**config.mk**
```make
export PLATFORM = sky130hd
export DESIGN_NAME = rr_priority_encoder
export DESIGN_NICKNAME = d
export VERILOG_FILES = /design/src/rtl/rr_priority_encoder_pkg.sv /design/src/rtl/rr_priority_encoder_search.sv /design/src/rtl/rr_priority_encoder.sv
export SDC_FILE = /design/constraint.sdc
export NUM_CORES = 1
export LEC_CHECK = 0
export ABC_AREA = 1
export CORE_AREA = 2 2 113 115
export CTS_CLUSTER_DIAMETER = 40
export DETAILED_ROUTE_END_ITERATION = 12
export DIE_AREA = 0 0 115 117
export PLACE_DENSITY_LB_ADDON = 0.3
export SLEW_MARGIN = 20
export SYNTH_ARGS = -nofsm -noshare
export SYNTH_HDL_FRONTEND = slang
export SYNTH_SLANG_ARGS = --single-unit
```
**constraint.sdc**
```tcl
create_clock -name clk -period 6.45 [get_ports clk]
set_clock_uncertainty 0.15 [all_clocks]
set_input_delay 1.29 -clock clk [delete_from_list [all_inputs] [get_ports clk]]
set_output_delay 1.29 -clock clk [all_outputs]
set_load 0.01 [all_outputs]
```
**src/rtl/rr_priority_encoder_pkg.sv**
```systemverilog
// Shared sizing and FSM encoding for the round-robin priority encoder.
package rr_priority_encoder_pkg;

    localparam int N = 32;
    localparam int W = 5;

    typedef enum logic {
        ST_IDLE  = 1'b0,
        ST_GRANT = 1'b1
    } state_t;

endpackage

```
**src/rtl/rr_priority_encoder_search.sv**
```systemverilog
// Combinational round-robin search: first set bit of req starting at ptr and wrapping.
module rr_search
    import rr_priority_encoder_pkg::*;
(
    input  logic [N-1:0] req,
    input  logic [W-1:0] ptr,
    output logic [W-1:0] idx,
    output logic         found
);

    logic [N-1:0] rot;
    logic [W-1:0] rot_idx;

    // rot[k] is the request k positions after ptr; the 5-bit add wraps mod 32.
    generate
        for (genvar gi = 0; gi < N; gi++) begin : g_rot
            logic [W-1:0] src;
            assign src     = W'(gi) + ptr;
            assign rot[gi] = req[src];
        end
    endgenerate

    always_comb begin
        rot_idx = '0;
        for (int i = N - 1; i >= 0; i--) begin
            if (rot[i]) begin
                rot_idx = W'(i);
            end
        end
    end

    assign found = |req;
    assign idx   = rot_idx + ptr;

endmodule

```
**src/rtl/rr_priority_encoder.sv**
```systemverilog
// Sequential 32-to-5 encoder: captures request strobes into a pending set and
// hands out one index at a time in round-robin order, holding each until acked.
module rr_priority_encoder
    import rr_priority_encoder_pkg::*;
(
    input  logic         clk,
    input  logic         rst,
    input  logic [N-1:0] iReq,
    input  logic         iEna,
    input  logic         iAck,
    output logic [W-1:0] oData,
    output logic         oValid,
    output logic [N-1:0] oPending
);

    state_t       state_reg, state_next;
    logic [N-1:0] pending_reg, pending_next;
    logic [W-1:0] ptr_reg, ptr_next;
    logic [W-1:0] data_reg, data_next;
    logic [N-1:0] clr_mask;
    logic [W-1:0] search_idx;
    logic         search_found;
    logic         ack_fire;

    assign ack_fire = (state_reg == ST_GRANT) && iAck;

    generate
        for (genvar gi = 0; gi < N; gi++) begin : g_clr
            assign clr_mask[gi] = ack_fire && (data_reg == W'(gi));
        end
    endgenerate

    // Set is applied after clear so a same-cycle re-request survives its own ack.
    assign pending_next = (pending_reg & ~clr_mask) | (iEna ? iReq : '0);

    rr_search u_search (
        .req   (pending_reg),
        .ptr   (ptr_reg),
        .idx   (search_idx),
        .found (search_found)
    );

    always_comb begin
        state_next = state_reg;
        ptr_next   = ptr_reg;
        data_next  = data_reg;
        case (state_reg)
            ST_IDLE: begin
                if (search_found) begin
                    data_next  = search_idx;
                    state_next = ST_GRANT;
                end
            end
            ST_GRANT: begin
                if (iAck) begin
                    ptr_next   = data_reg + W'(1);
                    state_next = ST_IDLE;
                end
            end
            default: state_next = ST_IDLE;
        endcase
    end

    always_ff @(posedge clk) begin
        if (rst) begin
            state_reg   <= ST_IDLE;
            pending_reg <= '0;
            ptr_reg     <= '0;
            data_reg    <= '0;
        end else begin
            state_reg   <= state_next;
            pending_reg <= pending_next;
            ptr_reg     <= ptr_next;
            data_reg    <= data_next;
        end
    end

    assign oData    = data_reg;
    assign oValid   = (state_reg == ST_GRANT);
    assign oPending = pending_reg;

endmodule

```
After elaboration in Yosys (flattened, before gate mapping)
Index checks and enable logic that the tools add are counted.
{"block": "totals", "n_memories": 0, "rom_bits": 0, "input_bits": 36, "mem_bits_rw": 0, "output_inout_bits": 38, "ff_bits": 43, "latch_bits": 0}
{"block": "classes", "muxes": 100, "n_shift": 0, "n_bitwise": 4, "addsub": 33, "multipliers": 0, "order_cmp": 32, "reduce_logical": 37, "n_eq_ne": 31, "n_div": 0}
{"op": "$lt 5x6->1 const B", "count": 32}
{"op": "$bmux 1 s5", "count": 32}
{"op": "$mux 5", "count": 32}
{"op": "$add 5x5->5 const A", "count": 16}
{"op": "$eq 5x5->1 const B", "count": 16}
{"op": "$add 4x5->5 const A", "count": 8}
{"op": "$eq 5x4->1 const B", "count": 8}
{"op": "$mux 1", "count": 34}
{"op": "$logic_and 1x1->1", "count": 33}
{"op": "$and 32x32->32", "count": 1}
{"op": "$mux 32", "count": 1}
{"op": "$not 32->32", "count": 1}
{"op": "$or 32x32->32", "count": 1}
{"op": "$reduce_or 32->1", "count": 1}
{"op": "$add 3x5->5 const A", "count": 4}
{"op": "$eq 5x3->1 const B", "count": 4}
{"op": "$add 2x5->5 const A", "count": 2}
{"op": "$eq 5x2->1 const B", "count": 2}
{"op": "$add 1x5->5 const A", "count": 1}
{"op": "$add 5x1->5 const B", "count": 1}
{"op": "$add 5x5->5", "count": 1}
{"op": "$eq 5x1->1 const B", "count": 1}
{"op": "$logic_not 5->1", "count": 1}
{"op": "$reduce_and 2->1", "count": 2}
{"op": "2 further kinds", "count": 2}

Depth between registers and ports, before layout
Gate-level depths: netlist (run 1).
{"block": "depth", "depth_word": 36, "ltp_mapped": 51}

By module
A second synthesis (run 1) with hierarchy kept.
{"block": "unflattened", "hier_cells": 879, "area_unflattened_um2": 4952.2}
{"mod": "rr_search", "cells_per_inst": 616, "area_per_inst_um2": 3098.0, "n_inst": 1}
{"mod": "rr_priority_encoder", "cells_per_inst": 263, "area_per_inst_um2": 1854.3, "n_inst": 1}

Least setup slack after synthesis (run 1)
OpenSTA, ideal clock, no wires.
{"block": "synth_path", "path_type": "register to register", "startpoint": "reg ptr_reg[1]", "endpoint": "reg data_reg[4], in the netlist oData[4]", "n_path_buf": 4, "stages_incl_launch_ff": 52, "t_arrival_ns": 4.478, "setup_slack_ns": 1.706, "path_cell_list": "dfxtp_1 > buf_4 > inv_2 > buf_2 > ha_1 > buf_4 > inv_2 > buf_2 > nand3_1 > nand3_1 > nand3_1 > nand2_1 > nand2_1 > nand2_2 > nand2_1 > nand2_1 > nand2_1 > nand2_1 > [... 16 more ...] > nand2_1 > nand2_1 > nand2_1 > nand2_1 > nand2_1 > nand2_1 > nand2_1 > nand2_1 > a21oi_2 > ha_1 > inv_1 > fa_1 > o21ai_0 > xor2_1 > xor2_1 > nand2_1 > o211ai_1 > inv_1"}
{"block": "synth_via", "elab_chain_len": 36}
{"element": "start: declaration", "line": "rr_priority_encoder.sv:18", "source": "logic [W-1:0] ptr_reg, ptr_next;"}
{"element": "start signal: assignment", "line": "rr_priority_encoder.sv:73", "source": "ptr_reg <= ptr_next;"}
{"element": "$add 5x5->5", "line": "rr_priority_encoder_search.sv:18", "source": "assign src = W'(gi) + ptr;"}
{"element": "$bmux 1 s5", "line": "rr_priority_encoder_search.sv:19", "source": "assign rot[gi] = req[src];"}
{"element": "$mux 1 (implied by the code)", "line": "rr_priority_encoder_search.sv:19"}
{"element": "$mux 5 (32 in a row)", "line": "rr_priority_encoder_search.sv:26", "source": "if (rot[i]) begin"}
{"element": "$add 5x5->5 *", "line": "rr_priority_encoder_search.sv:33", "source": "assign idx = rot_idx + ptr;"}
{"element": "end signal: assignment", "line": "rr_priority_encoder.sv:74", "source": "data_reg <= data_next;"}
{"element": "end: declaration", "line": "rr_priority_encoder.sv:19", "source": "logic [W-1:0] data_reg, data_next;"}
Mark *: on every way between the ends. The rest lies on a longest branch, timed or not. The select of a mux whose other input is x is not followed.
A chain may end at the register's enable or synchronous reset.

Worst setup path in the final report (run 1)
{"block": "layout_path", "startpoint": "reg ptr_reg[2]", "endpoint": "reg data_reg[4], in the netlist oData[4]"}
Same word-level chain as after synthesis.

==> run_results.csv, run 1 <==
group,metric,value,unit
status,outcome,"completed",
clock_network,cts.sink_count,43,
floorplan,fp.dieW,115,µm
route,drt_pre_antenna_iters,5,
power,vdd.ir_drop.worst,0.209,mV
place,globalplace.congestion,0.968,
clock_network,cts_setup_buffers,0,
yosys,ys_warn_count,0,
clock_network,clock_latency,0.29,ns
route,vias,5588,
yosys,synth-edff-count,0,
sta,endpoints_failing_hold,0,
setup_path,worst_path_largest_cell_delay,0.79,ns
floorplan,row_count,41,
route,routed_length_per_instance,16.0,µm
sta,total_negative_setup_slack,0,ns
finish,area.growth.synth_to_final,20.0,%
finish,largest_reg_flops,32,
floorplan,floorplan.initialDensity,38.6,%
yosys,synth_top_flop_cell,"sky130_fd_sc_hd__dfxtp_1",
global_routing,grt_first_pass_wirelength,26800,µm
finish,proportion_of_layout_cells_with_a_drive_suffix_above_1,3.39,%
sta,final_period_minus_worst_setup_slack,5.53,ns
yosys,ys_ff_latch,43,
setup_path,crit_type,"flop to flop",
clock_network,cts-resized-gates,0,
clock_network,clock_tree_from_tritoncts,"done",
sta,report.final.setup_viol,0,
place,detailed_place.area,5520,µm²
finish,final_net_count,945,
yosys,synthesis.area,4760,µm²
setup_path,worst_ep_required_time,6.48,ns
sta,grt_setup_unrepaired,"false",
global_routing,grt_pass1_vias,5311,
yosys,post_synth.cell_area_avg,5.72,µm²
sta,maxSlewHeadroom,44.5,%
setup_path,timing.critical_path.slowest_stage_cell,"sky130_fd_sc_hd__dfxtp_1",
sta,clock.fmax,181,MHz
setup_path,crit_fanout,18,
setup_path,crit_path_start_kind,"flop",
yosys,postSynthCellCount,832,
sta,worst_slew_pin_slew,0.832,ns
global_routing,grt_antenna_before_repair,0,
route,dr.first_iter.drc_count,572,
yosys,number_of_different_library_cells_in_the_post_synthesis_netlist,41,
sta,fin_crit_sh,85.7,%
clock_network,cts-root-buf,"sky130_fd_sc_hd__clkbuf_16",
floorplan,top_level_ports,74,
floorplan,core-area,12300,µm²
clock_network,clk_path_buf_depth,2,
clock_network,hold_fix_buffers_cts,0,
floorplan,die_height,117,µm
finish,filler_cell_count,1341,
hold_path,hp-class,"flop to flop",
route,detail_route.wirelength,16500,µm
yosys,seq_area_frac_synth,18.1,%
route,drt.antenna.violating_nets,0,
clock_network,clk_pin_slew,0.06,ns
setup_path,worst_setup_path_end_kind,"flop",
floorplan,die_ar,13500,µm²
setup_path,cp.arrival,5.56,ns
power,leakagePower,0.00269,µW
global_routing,gr-total-overflow,0,
finish,diodes,0,
route,drc_errors,0,
place,io_buffers,73,
global_routing,grtUsageTotal,25.2,%
route,detail_route.vias_per_cell,5.39,
finish,layout_commonest_cell,"sky130_fd_sc_hd__nand2_1",
power,power_per_cell_area,245,nW/µm²
finish,most-common-layout-cells,"sky130_fd_sc_hd__nand2_1, sky130_fd_sc_hd__nand3_1, sky130_fd_sc_hd__inv_1",
yosys,mappedNetlistNets,892,
place,place.detailed.hpwl,13200,µm
clock_network,cts_made_buffers,5,
setup_path,critical-path-top-cell-by-count,"sky130_fd_sc_hd__nand2_1",
flow_run,cap_viol_max_count,0,
sta,report.final.slew_viol_count,0,
global_routing,grt_max_degree,40,
clock_network,cts.htree.levels,2,
finish,fin_area,5710,µm²
yosys,synth_async_sr_flop_share,0,%
[stage by stage]
stage	instances	setup WS [ns]	total power, µW	hold slack (ns)	utilization [%]
global placement	1028	1.10	1060	0.371	44.9
detailed placement	1028	1.01	1060	0.388	44.9
CTS	1036	0.976	1400	0.399	46.4
global route	1036	0.116	1520	0.419	46.4
floorplan	832	1.71	845	0.368	-
finish	1036	0.923	1400	0.397	46.4
[cells in the mapped netlist (2+ instances only)]
cell type                    n  share of area, %
sky130_fd_sc_hd__clkbuf_1    9              0.71
sky130_fd_sc_hd__o21a_1     10               1.6
sky130_fd_sc_hd__o21bai_1    9               1.4
sky130_fd_sc_hd__nor4_1      8               1.1
sky130_fd_sc_hd__a21oi_2     2              0.37
sky130_fd_sc_hd__dfxtp_1    43                18
sky130_fd_sc_hd__o21ai_1     3              0.32
sky130_fd_sc_hd__a21oi_1    47               4.9
sky130_fd_sc_hd__nand2_2     2              0.26
sky130_fd_sc_hd__ha_1       23               6.0
sky130_fd_sc_hd__inv_2       7              0.55
sky130_fd_sc_hd__o21ai_0    69               7.3
sky130_fd_sc_hd__xor2_1     20               3.7
sky130_fd_sc_hd__nand4_1     2              0.26
sky130_fd_sc_hd__buf_2      11               1.2
sky130_fd_sc_hd__nor3_1      5              0.53
sky130_fd_sc_hd__clkinv_2    2              0.21
sky130_fd_sc_hd__buf_4       5              0.79
sky130_fd_sc_hd__nand3_1   136                14
sky130_fd_sc_hd__nand2_1   268                21
sky130_fd_sc_hd__a21o_1      2              0.32
sky130_fd_sc_hd__nor2_1     43               3.4
sky130_fd_sc_hd__a31oi_1    13               1.7
sky130_fd_sc_hd__inv_1      73               5.8
sky130_fd_sc_hd__buf_6       4              0.95
[where the power goes]
part           total [µW]  switching (µW)  internal [µW]
clock                 331             109            222
combinational         739             470            268
sequential            330            42.9            288
total                1400             622            778
[final timing paths]
check / from / endpoint / slack [ns] / cells past startpoint
setup / recovery: ptr_reg[2]$_SDFFE_PP0P_ / oData[4]$_SDFFE_PP0P_ / 0.92 / 47
hold / removal: oPending[19]$_SDFF_PP0_ / oPending[19]$_SDFF_PP0_ / 0.40 / 2
setup reg to reg: ptr_reg[2]$_SDFFE_PP0P_ / oData[4]$_SDFFE_PP0P_ / 0.92 / 47
hold reg to reg: oPending[19]$_SDFF_PP0_ / oPending[19]$_SDFF_PP0_ / 0.40 / 2
[routing by layer]
layer / vias to the layer above / GRT usage, % / part of all wire, %
li1: 2860 / - / -
met1: 2467 / 33.8 / 45
met2: 224 / 41.5 / 45
met3: 37 / 2.47 / 6.2
met4: 0 / 11.1 / 4.1
met5: - / 0 / 0
[area by class of cell]
class	count	area, µm²	area share (%)
multi-input cells	676	3410	59.7
well taps	150	188	3.29
repair buffers	76	748	13.1
inverters	83	314	5.50
flip-flops and latches	43	861	15.1
clock inverters	3	67.6	1.18
clock buffers	5	125	2.19
[kinds of logic after synthesis]
kind of cell	count (synthesis)	share of synthesized area (%)
adders and majority gates	24	6.47
DFF	43	18.1
buffers and inverters	113	10.3
xor gates and xnor gates	23	4.55
and+or+nand+nor	468	41.6
muxes	1	0.210
AOI/OAI and AO/OA	160	18.8
[worst max-delay path, delay by kind of cell (launching register included)]
family	cells	cell delay, ns
AND/OR/NAND/NOR	35	1.99
flip-flops	1	0.79
AO/OA/AOI/OAI	3	0.41
adder cells (fa/ha/maj)	3	1.14
buffers and inverters	4	0.54
XOR/XNOR	2	0.39
No activity file was read; power rests on OpenSTA's default activity.
==> run 2: changes to the inputs <==
--- a/config.mk
+++ b/config.mk
@@ -6,10 +6,10 @@
 export NUM_CORES = 1
 export LEC_CHECK = 0
 export ABC_AREA = 1
-export CORE_AREA = 2 2 113 115
+export CORE_AREA = 2 2 97 99
 export CTS_CLUSTER_DIAMETER = 40
 export DETAILED_ROUTE_END_ITERATION = 12
-export DIE_AREA = 0 0 115 117
+export DIE_AREA = 0 0 99 101
 export PLACE_DENSITY_LB_ADDON = 0.3
 export SLEW_MARGIN = 20
 export SYNTH_ARGS = -nofsm -noshare
==> constraint.sdc (replaced) <==
create_clock -name clk -period 6.6 [get_ports clk]
set_clock_uncertainty 0.15 [all_clocks]
set_input_delay 1.32 -clock clk [delete_from_list [all_inputs] [get_ports clk]]
set_output_delay 1.32 -clock clk [all_outputs]
set_load 0.01 [all_outputs]
==> run 2 against run 1 <==
Flip-flop and latch count unchanged; power down 13%; register-to-register slack worse by 0.20 ns; cell count down 3.6%; sequential power down 2%; non-clock buffer count up 2; combinational power down 2%; final area down 2.5%; global-route usage up 8.5 points; first-iteration DRC count up 4.2%; critical path type unchanged; clock power down 51%.
==> run_results.csv, run 2 (synthesized netlist as in run 1, its figures left out) <==
group,metric,value,unit
clock_network,clock_latency,0.29,ns
status,outcome,"completed",
route,drt.antenna.violating_nets,0,
sta,report.final.slew_viol_count,0,
setup_path,crit_path_start_kind,"flop",
global_routing,gr-total-overflow,0,
place,globalplace.congestion,1.01,
power,power_per_cell_area,218,nW/µm²
clock_network,cts.sink_count,43,
clock_network,cts-resized-gates,0,
route,vias,5921,
place,io_buffers,73,
setup_path,timing.critical_path.slowest_stage_cell,"sky130_fd_sc_hd__ha_1",
finish,finalNonFillerCells,999,
power,intPower,618,µW
global_routing,grt_max_degree,41,
power,power.share.combinational,59.9,%
setup_path,cp.arrival,5.92,ns
floorplan,row_count,35,
setup_path,crit_fanout,40,
global_routing,grt_pass1_vias,5424,
route,dr.first_iter.drc_count,596,
setup_path,worst_setup_path_end_kind,"flop",
finish,filler_cell_count,876,
finish,most-common-layout-cells,"sky130_fd_sc_hd__nand2_1, sky130_fd_sc_hd__nand3_1, sky130_fd_sc_hd__inv_1, sky130_fd_sc_hd__clkdlybuf4s50_1, sky130_fd_sc_hd__o21ai_0",
clock_network,clk_path_buf_depth,2,
flow_run,cap_viol_max_count,0,
place,place.detailed.hpwl,13400,µm
power,swShare,49.1,%
place,post-place-cells,991,
sta,endpoints_failing_hold,0,
route,routed_length_per_instance,16.8,µm
finish,diodes,0,
clock_network,hold_fix_buffers_cts,0,
route,detail_route.wirelength,16800,µm
clock_network,cts_made_buffers,5,
power,p_switching,596,µW
finish,area.growth.synth_to_final,17.1,%
finish,layout_commonest_cell,"sky130_fd_sc_hd__nand2_1",
global_routing,grtUsageTotal,33.8,%
route,detail_route.vias_per_cell,5.93,
floorplan,floorplan.initialDensity,53.0,%
clock_network,clk_pin_slew,0.08,ns
hold_path,hp-class,"flop to flop",
finish,largest_reg_flops,32,
power,leakagePower,0.00266,µW
floorplan,die_ar,10000,µm²
sta,final_period_minus_worst_setup_slack,5.88,ns
sta,worst_slew_pin_slew,1.06,ns
clock_network,cts.htree.levels,2,
floorplan,fp.dieW,99,µm
floorplan,core-area,8980,µm²
sta,fin_crit_sh,89.1,%
power,seqPwrFrac,26.7,%
power,vdd.ir_drop.worst,0.149,mV
sta,grt_setup_unrepaired,"false",
power,clock_power_share,13.4,%
sta,clock.fmax,170,MHz
setup_path,worstPathBufferInverterCount,5,
floorplan,top_level_ports,74,
route,drc_errors,0,
setup_path,worst_ep_required_time,6.64,ns
setup_path,worst_path_dominant_cell_family,"simple AND/OR/NAND/NOR gates",
setup_path,crit_type,"flop to flop",
sta,maxSlewHeadroom,28.8,%
setup_path,critical-path-top-cell-by-count,"sky130_fd_sc_hd__nand2_1",
sta,total_negative_setup_slack,0,ns
sta,report.final.setup_viol,0,
global_routing,grt_first_pass_wirelength,27000,µm
route,drt_pre_antenna_iters,5,
setup_path,worst_path_largest_cell_delay,0.71,ns
floorplan,die_height,101,µm
clock_network,cts_setup_buffers,0,
finish,final_net_count,947,
global_routing,grt_antenna_before_repair,0,
clock_network,clock_tree_from_tritoncts,"done",
clock_network,cts-root-buf,"sky130_fd_sc_hd__clkbuf_8",
finish,proportion_of_layout_cells_with_a_drive_suffix_above_1,3.27,%
[run 2: stage by stage]
stage	power [µW]	util, %	hold slack [ns]	setup slack, ns	cell area [µm²]
floorplan	826	-	0.368	1.86	4760
global placement	1020	61.1	0.386	1.03	5490
detailed placement	1040	61.1	0.392	0.875	5490
CTS	1200	62.0	0.402	0.852	5570
global route	1310	62.0	0.421	0.0896	5570
finish	1210	62.0	0.413	0.723	5570
[run 2: final cells by class]
class / count / area (µm²) / area share, %
clock buffers: 7 / 76.3 / 1.37
clock inverters: 1 / 5.00 / 0.0898
inverters: 83 / 314 / 5.64
multi-input cells: 676 / 3410 / 61.2
flip-flops and latches: 43 / 861 / 15.5
well taps: 111 / 139 / 2.49
repair buffers: 78 / 768 / 13.8
[run 2: worst paths after layout]
kind                           startpoint                       to  slack [ns]  cells after the start
hold reg to reg   oPending[16]$_SDFF_PP0_  oPending[16]$_SDFF_PP0_        0.41                      2
setup / recovery  ptr_reg[0]$_SDFFE_PP0P_    oData[4]$_SDFFE_PP0P_        0.72                     48
hold / removal    oPending[16]$_SDFF_PP0_  oPending[16]$_SDFF_PP0_        0.41                      2
setup reg to reg  ptr_reg[0]$_SDFFE_PP0P_    oData[4]$_SDFFE_PP0P_        0.72                     48
[run 2: power by group through the flow]
| stage | Sequential, µW | Combinational [µW] | Clock, µW |
|---|---|---|---|
| final | 324 | 727 | 163 |
| after global routing | 326 | 815 | 172 |
| after CTS | 322 | 712 | 161 |
| after detailed placement | 327 | 708 | 0 |
| after global placement | 328 | 695 | 0 |
| after floorplan | 318 | 508 | 0 |
[run 2: tightest hold or removal path, cell delays in order (launching register included)]
cell and delay (ns):
sky130_fd_sc_hd__dfxtp_1 0.37, sky130_fd_sc_hd__o21ai_0 0.09, sky130_fd_sc_hd__a21oi_1 0.06
[run 2: metal layers]
layer	routed length (µm)	vias to the layer above	share of wire, %	GRT usage (%)
li1	-	2865	-	-
met1	6660	2657	40	41.8
met2	7920	341	47	58.1
met3	1520	58	9.0	5.34
met4	727	0	4.3	14.4
met5	0	-	0	0
